`src/rtl/eq2_settle_timer.sv`:
```
// Settle-interval counter: counts enabled cycles and flags the last one of
// each SETTLE_CYCLES-long window.
module eq2_settle_timer #(
  parameter int unsigned SETTLE_CYCLES = 4
) (
  input  logic clk,
  input  logic reset_n,
  input  logic clear,
  input  logic enable,
  output logic expire
);

  localparam logic [7:0] LAST_CNT = 8'(SETTLE_CYCLES - 1);

  logic [7:0] cnt_q;
  logic [7:0] cnt_d;

  // Next count: clear wins over enable.
  always_comb begin
    cnt_d = cnt_q;
    if (clear) begin
      cnt_d = 8'd0;
    end else if (enable) begin
      cnt_d = cnt_q + 8'd1;
    end else begin
      cnt_d = cnt_q;
    end
  end

  // Counter register.
  always_ff @(posedge clk or negedge reset_n) begin
    if (!reset_n) begin
      cnt_q <= 8'd0;
    end else begin
      cnt_q <= cnt_d;
    end
  end

  // High during the final settle cycle, so the FSM moves to CHECK on that edge.
  assign expire = enable && (cnt_q == LAST_CNT);

endmodule

```
`config.mk`:
```
export PLATFORM = sky130hd
export DESIGN_NAME = eq2_settle_timer
export DESIGN_NICKNAME = d
export VERILOG_FILES = /design/src/rtl/eq2_settle_timer.sv
export SDC_FILE = /design/constraint.sdc
export NUM_CORES = 1
export LEC_CHECK = 0
export BUFFER_PORTS_ARGS = -buffer_cell sky130_fd_sc_hd__buf_2
export CORE_MARGIN = 3
export CORE_UTILIZATION = 30
export DETAILED_ROUTE_END_ITERATION = 10
export GPL_TIMING_DRIVEN = 0
export PLACE_DENSITY = 0.48
export SETUP_SLACK_MARGIN = 0.15
export SYNTH_ARGS = -nofsm -noshare
export SYNTH_HDL_FRONTEND = slang
export SYNTH_SLANG_ARGS = --single-unit
export TNS_END_PERCENT = 50
```
`constraint.sdc`:
```
create_clock -name clk -period 2.4 [get_ports clk]
set_input_delay 0.24 -clock clk [delete_from_list [all_inputs] [get_ports clk]]
set_output_delay 0.24 -clock clk [all_outputs]
set_load 0.01 [all_outputs]
```
==> flow_summary.yaml <==
outcome:
  outcome: "completed"
sta:
  setup_tns_ns: 0
  finalMaxSlewViolations: 0
  clock_skew_ns: 0.0112
  fin_crit_sh: 0.776
  finalHoldViolations: 0
  setup_viol: 0
  max_freq_ghz: 0.537
  grt_setup_unrepaired: "no"
  holdWs_ns: 0.318
  maxSlewHeadroom: 0.784
  post-route-min-period_ns: 1.86
  worst_slew_pin_slew_ns: 0.324
logic_synthesis:
  synthesis.area_um2: 415
  yosys-top-cells-area: "dfrtp_1 (48%), ha_1 (6.0%), nand4_1 (4.5%), nor2_1 (4.5%), xnor2_1 (4.2%)"
  syn_area_per_cell_um2: 9.89
  yosys_warnings: 0
  synth_top_area_frac: 0.482
  ys_ff_latch: 8
  seq_area_frac_synth: 0.482
  syn_nets: 48
  yosysUniqueCellTypes: 19
  synth_top_area_cell: "dfrtp_1"
  syn_inst: 42
clock_tree:
  cts_resized: 0
  ctsHoldBuffers: 1
  cts-root-buf: "clkbuf_4"
  clockBufferDepth: 2
  clock_sinks: 8
  cts_buffers: 3
  insertion_delay_ns: 0.25
  cts_setup_buffers: 0
  cts_tree: "done"
  path_clk_slew_ns: 0.05
  htreeDepth: 1
global_route:
  grt_usage: 0.0911
  grt_pass1_vias: 296
  grt-ovfl-total: 0
  grt_first_pass_wirelength_um: 1200
  grt_max_degree: 9
  grt_antenna_before_repair: 0
run:
  drv_cap: 0
die:
  initial_utilization: 0.346
  ioPinCount: 5
  fp.dieH_um: 43.2
  design.core.area_mm2: 0.00120
  fp.dieArea_mm2: 0.00187
  floorplan.rows: 12
  die_w_um: 43.2
min_path:
  holdCritPathClass: "in2reg"
critical_path:
  required_ns: 2.16
  worstSetupEndpointType: "output port"
  slowest_delay_ns: 0.53
  r2r_slack_ns: 1.06
  critical_path_class: "reg2out"
  arrival_ns: 1.62
  critPathMaxFanout: 5
  path_delay_family: "simple AND/OR/NAND/NOR gates"
  crit_path_top_delay_cell: "or4_1"
  crit_buf_inv: 1
  crit_path_start_kind: "flip-flop"
  path_cells: "or4_1 -> nor4_1 -> buf_2"
final_layout:
  fin_nets: 56
  area_growth_pct: 14.5
  drive_above_1_share: 0.146
  regMostFlops: "cnt_q"
  largest_reg_flops: 8
  antenna_cells: 0
  top_regs: "cnt_q: 8 flops"
place:
  gp_congestion: 0.752
  port_buffers: 2
  dp_hpwl_um: 580
pwr:
  power_density_mw_per_mm2: 555
  leakage_uw: 0.000209
  irDropWorstVdd_mv: 0.265
route:
  ant_nets: 0
  routed_via_density: 5.44
  dr.pass1.iters: 4
  vias: 337
  initialDrtViolationCount: 1
  wirelength_um: 760
  drcViolationCount: 0
  wl_per_cell_um: 12.3
power breakdown:
part           switching [uW]  total (uW)  internal [uW]
Combinational            11.1        19.4           8.37
Clock                    43.5         101           57.1
Sequential               5.01         144            139
layout make-up:
cell class                 instances  area [um2]
timing repair buffer               3        20.0
clock buffer                       3        22.5
buffer                             2        11.3
inverter                           1        3.75
sequential                         8         200
fill                             133         726
tap                               14        17.5
multi-input combinational         31         200
worst min-delay path, stage by stage:
cell and delay (ns):
buf_4 0.13, xnor2_1 0.07, nor2_1 0.08
synthesized netlist by cell type:
library cell and instances:
dfrtp_1 8, nor2_1 5, a21oi_1 3, nand2_1 3, nand4_1 3, ha_1 2
o21ai_0 2, or3_1 2, or4_1 2, xnor2_1 2, xor2_1 2, buf_1 1
buf_4 1, inv_1 1, mux2i_1 1, nand3_1 1, nand3_2 1, nor4_1 1
o31ai_1 1
routing by layer:
metal  GRT usage  vias to the layer above  wire length (um)
li1            -                      161                 -
met1      0.0995                      160               346
met2       0.133                       14               353
met3      0.0551                        2                48
met4      0.0542                        0                11
met5           0                        -                 0
cell families (layout without fill, tap and decap cells):
group                      after synthesis  count (layout)  share of synthesized area
AOI/OAI and AO/OA                        6               6                     0.0783
xor gates and xnor gates                 4               4                     0.0844
adders and majority gates                2               2                     0.0602
buffers and inverters                    3               9                     0.0361
DFF                                      8               8                      0.482
muxes                                    1               1                     0.0241
and+or+nand+nor                         18              18                      0.235
path summary, 6_finish.rpt:
kind / to / cells past startpoint / startpoint
min in group asynchronous: cnt_q[2] / 2 / reset_n
min: cnt_q[0] / 3 / enable
max reg2reg: cnt_q[6] / 4 / cnt_q[0]
max: expire / 3 / cnt_q[3]
min reg2reg: cnt_q[7] / 2 / cnt_q[7]
max in group asynchronous: cnt_q[0] / 2 / reset_n
cell usage in the layout (no fill, tap or decap):
cell type | synthesis | final
xor2_1 | 2 | 2
dlygate4sd3_1 | 0 | 1
a21oi_1 | 3 | 3
nor2_1 | 5 | 5
buf_2 | 0 | 2
nand2_1 | 3 | 3
buf_4 | 1 | 1
nand3_2 | 1 | 1
ha_1 | 2 | 2
nand3_1 | 1 | 1
nand4_1 | 3 | 3
buf_1 | 1 | 1
o31ai_1 | 1 | 1
mux2i_1 | 1 | 1
xnor2_1 | 2 | 2
inv_1 | 1 | 1
clkbuf_4 | 0 | 3
or3_1 | 2 | 2
o21ai_0 | 2 | 2
nor4_1 | 1 | 1
dfrtp_1 | 8 | 8
or4_1 | 2 | 2
per-stage QoR:
| stage | power [uW] | util | std cells | setup slack [ns] | cell area (um2) |
|---|---|---|---|---|---|
| 4_1_cts | 269 | 0.396 | 62 | 0.529 | 475 |
| 3_5_place_dp | 164 | 0.369 | 58 | 0.804 | 443 |
| 2_1_floorplan | 157 | - | 42 | 0.819 | 415 |
| 6_report | 264 | 0.396 | 62 | 0.539 | 475 |
| 5_1_grt | 276 | 0.396 | 62 | 0.485 | 475 |
| 3_3_place_gp | 164 | 0.369 | 58 | 0.825 | 443 |
(Power assumes the default switching activity.)
